===== src/rtl/toss_pkg.sv =====
// ---------------------------------------------------------------------------
// toss_pkg
// Shared types for the coin-toss scorer: match FSM states and the encoding
// of the winner output.
// ---------------------------------------------------------------------------
package toss_pkg;

  typedef enum logic [1:0] {
    IDLE = 2'd0,
    PLAY = 2'd1,
    DONE = 2'd2
  } state_e;

  typedef logic [1:0] winner_t;

  localparam winner_t WIN_NONE  = 2'b00;
  localparam winner_t WIN_HEADS = 2'b01;
  localparam winner_t WIN_TAILS = 2'b10;

endpackage : toss_pkg


===== src/rtl/toss_majority.sv =====
// ---------------------------------------------------------------------------
// toss_majority
// Combinational majority vote over three coin bits (1 = heads).
//   toss_i  in  3  coin bits
//   maj_o   out 1  1 when at least two coins show heads
// ---------------------------------------------------------------------------
module toss_majority (
  input  logic [2:0] toss_i,
  output logic       maj_o
);

  assign maj_o = (toss_i[0] & toss_i[1]) |
                 (toss_i[0] & toss_i[2]) |
                 (toss_i[1] & toss_i[2]);

endmodule : toss_majority


===== src/rtl/toss_scorer.sv =====
// ---------------------------------------------------------------------------
// toss_scorer
// Scores 3-coin toss words as a best-of-ROUNDS match. Each accepted sample
// is one round decided by majority; the first side to reach a majority of
// ROUNDS wins. A registered pulse marks every completed run of STREAK_LEN
// consecutive heads rounds (the run counter re-arms after each pulse).
//
// Ports
//   clk         in  1      rising-edge clock
//   rst         in  1      synchronous active-high reset
//   start       in  1      begin a new match (honoured in IDLE and DONE)
//   toss_valid  in  1      toss carries a sample this cycle
//   toss        in  3      coin bits, 1 = heads
//   busy        out 1      match in progress
//   done        out 1      match decided
//   winner      out 2      00 none, 01 heads, 10 tails
//   heads_cnt   out CNT_W  heads rounds this match
//   tails_cnt   out CNT_W  tails rounds this match
//   streak_hit  out 1      one-cycle pulse on completing a heads streak
// ---------------------------------------------------------------------------
module toss_scorer
  import toss_pkg::*;
#(
  parameter int ROUNDS     = 7,
  parameter int STREAK_LEN = 3,
  parameter int CNT_W      = 4
) (
  input  logic             clk,
  input  logic             rst,
  input  logic             start,
  input  logic             toss_valid,
  input  logic [2:0]       toss,
  output logic             busy,
  output logic             done,
  output logic [1:0]       winner,
  output logic [CNT_W-1:0] heads_cnt,
  output logic [CNT_W-1:0] tails_cnt,
  output logic             streak_hit
);

  localparam logic [CNT_W-1:0] WIN = CNT_W'((ROUNDS + 1) / 2);
  localparam int               SW  = $clog2(STREAK_LEN + 1);
  localparam logic [SW-1:0]    STREAK_MAX = SW'(STREAK_LEN);

  state_e           state_q, state_d;
  logic [CNT_W-1:0] heads_q, heads_d;
  logic [CNT_W-1:0] tails_q, tails_d;
  logic [SW-1:0]    streak_q, streak_d;
  winner_t          winner_q, winner_d;
  logic             hit_q, hit_d;

  logic             maj;
  logic             score;
  logic             clear;
  logic [CNT_W-1:0] heads_inc, tails_inc;
  logic [SW-1:0]    streak_inc;
  logic             heads_win, tails_win;

  toss_majority u_majority (
    .toss_i (toss),
    .maj_o  (maj)
  );

  // A sample only counts while playing; start only clears outside PLAY, so a
  // start in PLAY and a toss coincident with start in IDLE/DONE both drop.
  assign score      = (state_q == PLAY) && toss_valid;
  assign clear      = (state_q != PLAY) && start;
  assign heads_inc  = heads_q + CNT_W'(1);
  assign tails_inc  = tails_q + CNT_W'(1);
  assign streak_inc = streak_q + SW'(1);
  // Win is judged on the post-increment count, so the deciding toss and the
  // move to DONE happen on the same edge.
  assign heads_win  = maj  && (heads_inc == WIN);
  assign tails_win  = !maj && (tails_inc == WIN);

  // ---- state register ----
  // NOTE: sequential state uses non-blocking assignments so every register
  // samples the pre-edge values, independent of statement order.
  always_ff @(posedge clk) begin
    if (rst) state_q <= IDLE;
    else     state_q <= state_d;
  end

  // ---- next-state logic ----
  // NOTE: each always_comb assigns its outputs a default first, so no path
  // leaves a signal unassigned and no latch is inferred.
  always_comb begin
    state_d = state_q;
    unique case (state_q)
      IDLE, DONE: if (start) state_d = PLAY;
      PLAY:       if (score && (heads_win || tails_win)) state_d = DONE;
      default:    state_d = IDLE;
    endcase
  end

  // ---- output logic ----
  always_comb begin
    busy = (state_q == PLAY);
    done = (state_q == DONE);
  end

  // ---- scoring datapath ----
  always_comb begin
    heads_d  = heads_q;
    tails_d  = tails_q;
    streak_d = streak_q;
    winner_d = winner_q;
    hit_d    = 1'b0;
    if (clear) begin
      heads_d  = '0;
      tails_d  = '0;
      streak_d = '0;
      winner_d = WIN_NONE;
    end else if (score) begin
      if (maj) begin
        heads_d = heads_inc;
        // Completing a streak pulses and restarts the run so later streaks
        // in the same match are counted again.
        if (streak_inc == STREAK_MAX) begin
          hit_d    = 1'b1;
          streak_d = '0;
        end else begin
          streak_d = streak_inc;
        end
        if (heads_win) winner_d = WIN_HEADS;
      end else begin
        tails_d  = tails_inc;
        streak_d = '0;
        if (tails_win) winner_d = WIN_TAILS;
      end
    end
  end

  always_ff @(posedge clk) begin
    if (rst) begin
      heads_q  <= '0;
      tails_q  <= '0;
      streak_q <= '0;
      winner_q <= WIN_NONE;
      hit_q    <= 1'b0;
    end else begin
      heads_q  <= heads_d;
      tails_q  <= tails_d;
      streak_q <= streak_d;
      winner_q <= winner_d;
      hit_q    <= hit_d;
    end
  end

  assign winner     = winner_q;
  assign heads_cnt  = heads_q;
  assign tails_cnt  = tails_q;
  assign streak_hit = hit_q;

endmodule : toss_scorer


===== config.mk =====
export PLATFORM = sky130hd
export DESIGN_NAME = toss_scorer
export DESIGN_NICKNAME = d
export VERILOG_FILES = /design/src/rtl/toss_pkg.sv /design/src/rtl/toss_majority.sv /design/src/rtl/toss_scorer.sv
export SDC_FILE = /design/constraint.sdc
export NUM_CORES = 1
export LEC_CHECK = 0
export CAP_MARGIN = 20
export CORE_ASPECT_RATIO = 1.1
export CORE_MARGIN = 1
export CORE_UTILIZATION = 40
export DETAILED_ROUTE_END_ITERATION = 8
export PLACE_DENSITY = 0.82
export RECOVER_POWER = 100
export SYNTH_ARGS = -nofsm -noshare
export SYNTH_HDL_FRONTEND = slang
export SYNTH_SLANG_ARGS = --single-unit
export TNS_END_PERCENT = 100

===== constraint.sdc =====
create_clock -name clk -period 1.3 [get_ports clk]
set_input_delay 0.26 -clock clk [delete_from_list [all_inputs] [get_ports clk]]
set_output_delay 0.26 -clock clk [all_outputs]
set_load 0.01 [all_outputs]

==> impl_metrics.toml <==
[clock_tree]
htree_levels = 1
clock_latency_ps = 290
cts-hold-fix-buffers = 0
clk_pin_slew_ps = 90
root_buffer = "clkbuf_4"
clock_sinks = 15
cts_tree = "built"
cts-buffers-inserted = 3
clockBufferDepth = 2

[global_routing]
grt_max_degree = 9
grt-ovfl-total = 0
grt_pass1_wl_mm = 2.94
grt_pass1_vias = 705
antenna_found_initial = 0
grt_use_total_pct = 20.0

[finish]
nets = 137
utilization_pct = 76.4
area.growth.synth_to_final_pct = 70.0
antenna-diode-count = 0
fill_cells = 114
drive_above_1_share_pct = 50.4

[sta]
tightestPinTransition_ps = 219
layout_setup_ws_ps = -91.8
finalMaxSlewViolations = 0
fmax_mhz = 719
slew_headroom_pct = 85.4
finClkSkew_ps = 1.98
finalCritPeriodShare_pct = 107
hold_viol = 0
tns_ps = -309
min_period_ps = 1390
whs_ps = 493
rsz0062_at_grt = "true"
finalSetupViolations = 4

[route]
drtAntennaViolNets = 0
dr.pass1.iters = 4
drcViolationCount = 0
vias = 742
viasPerCell = 5.23
wirelength_mm = 2.08
wl_per_cell_um = 14.7
drt_iter0_drc = 14

[worst_setup_path]
worstPathMaxFanout = 4
critPathLaunchType = "flip-flop"
critPathArrivalTime_ps = 1580
crit_path_end_kind = "flip-flop"
worstPathRequired_ps = 1490
path_class = "flip-flop to flip-flop"

[die]
rows = 15
die_area_sq_mm = 0.00203
initial_utilization_pct = 44.9
die_w_um = 43.1
num_io_pins = 20
core_area_sq_mm = 0.00165
die_h_um = 47.2

[pwr]
power_frac_comb_pct = 17.2
p_switching_uw = 234
leakage_nw = 0.523
seqPwrFrac_pct = 52.7
power_density_mw_per_mm2 = 713
clockPowerShare_pct = 30.1
internal_power_uw = 665
irDropWorstVdd_v = 0.000790
p_total_uw = 899
switching_share_pct = 26.0

[synthesis]
avgSynthCellArea_sq_um = 9.16
ys_ff_latch = 15
async_flop_share_pct = 0
synth_cell_types = 30
synth_edf_count = 0
ys_warn_count = 0
syn-cell-area_sq_um = 742
yosysSeqAreaShare_pct = 40.5
synth_flop_cell = "dfxtp_1"
synthesis.nets = 92
netlist_instances = 81

[placement]
hpwl_mm = 1.26
io_buffers = 19
gp_congestion = 0.720
place_ws_ps = -407

[min_path]
hold_path_class = "flip-flop to flip-flop"

[outcome]
violations = "setup timing"
status = "complete, but fails checks"

[job]
max_cap_violations = 0
cell type report:
| type | instances | area [sq um] | share of cell area (%) |
|---|---|---|---|
| clock buffer | 4 | 26.3 | 2.08 |
| sequential | 15 | 323 | 25.6 |
| tap | 17 | 21.3 | 1.69 |
| inverter | 2 | 7.51 | 0.595 |
| timing repair buffer | 41 | 344 | 27.3 |
| multi-input combinational | 63 | 539 | 42.8 |
registers in the layout (all words and copies together) (netlist names):
register,flops
streak_hit,1
tails_cnt,4
winner,2
state_q,2
heads_cnt,4
streak_q,2
cell usage after synthesis, types with 2 or more instances:
cell       n  area [sq um]
a21oi_1    5          25.0
a31oi_1    2          12.5
a31o_1     2          17.5
dfxtp_1   15           300
o22ai_1    2          12.5
ha_1       4          50.1
nor2_1    10          37.5
nand2b_1   4          25.0
xor2_1     3          26.3
nor3b_1    2          15.0
mux2i_1    2          20.0
xnor2_1    3          26.3
nand3_1    5          25.0
nand2_1    6          22.5
repair_timing:
action                                  in CTS  in global routing
endpoints found under the setup margin      20                 14
cloned                                       1                  0
resized for setup                           45                 17
pin swaps                                    9                  7
buffers inserted                             5                  2
routing by layer:
metal,up-vias,GRT usage (%),wire length (um)
met4,0,4.85,8
li1,368,-,-
met1,357,20.1,871
met5,-,0,0
met3,2,6.15,69
met2,15,40.6,1130
final timing paths:
path | end | cells after the start | start | slack (ps)
worst max-delay path | state_q[0]$_SDFFE_PP0P_ | 6 | tails_cnt[1]$_SDFFE_PP0P_ | -90
worst min-delay path | streak_q[1]$_SDFFE_PP0P_ | 2 | streak_q[1]$_SDFFE_PP0P_ | 490
worst max register to register | state_q[0]$_SDFFE_PP0P_ | 6 | tails_cnt[1]$_SDFFE_PP0P_ | -90
worst min register to register | streak_q[1]$_SDFFE_PP0P_ | 2 | streak_q[1]$_SDFFE_PP0P_ | 490
per-stage QoR:
stage	instance area, sq um	std cells
6_report	1260	142
5_1_grt	1260	142
4_1_cts	1210	140
3_5_place_dp	1070	130
3_3_place_gp	1070	130
2_1_floorplan	764	81
worst max-delay path, stage by stage (launching register included):
cell and delay [ps]:
dfxtp_4 370, ha_4 170, a21oi_2 90, mux2i_1 90, o22ai_1 220, nand3_2 160
a31o_1 200
power by group through the flow:
stage / clock network (mW) / logic [mW] / registers, mW
4_1_cts: 0.275 / 0.143 / 0.474
6_report: 0.271 / 0.154 / 0.474
3_3_place_gp: 0 / 0.125 / 0.483
5_1_grt: 0.293 / 0.165 / 0.476
3_5_place_dp: 0 / 0.128 / 0.484
2_1_floorplan: 0 / 0.0541 / 0.485
logic make-up after synthesis:
| family | share of synthesized area [%] |
|---|---|
| fa+ha+maj | 8.26 |
| simple gates | 25.5 |
| buf+inv | 3.03 |
| mux | 2.70 |
| xor+xnor | 7.08 |
| compound gates | 13.0 |
| flops | 40.5 |
layout by cell type, fill, tap and decap left out, drive strengths merged, types with 4 or more instances in the layout:
cell type       n
clkbuf          7
nand3           5
dfxtp          15
nor2           11
nand2b          4
buf            22
a21oi           6
dlygate4sd2     9
nand2           6
ha              4
clkdlybuf4s15   5
Power figures use the tool's default switching activity.
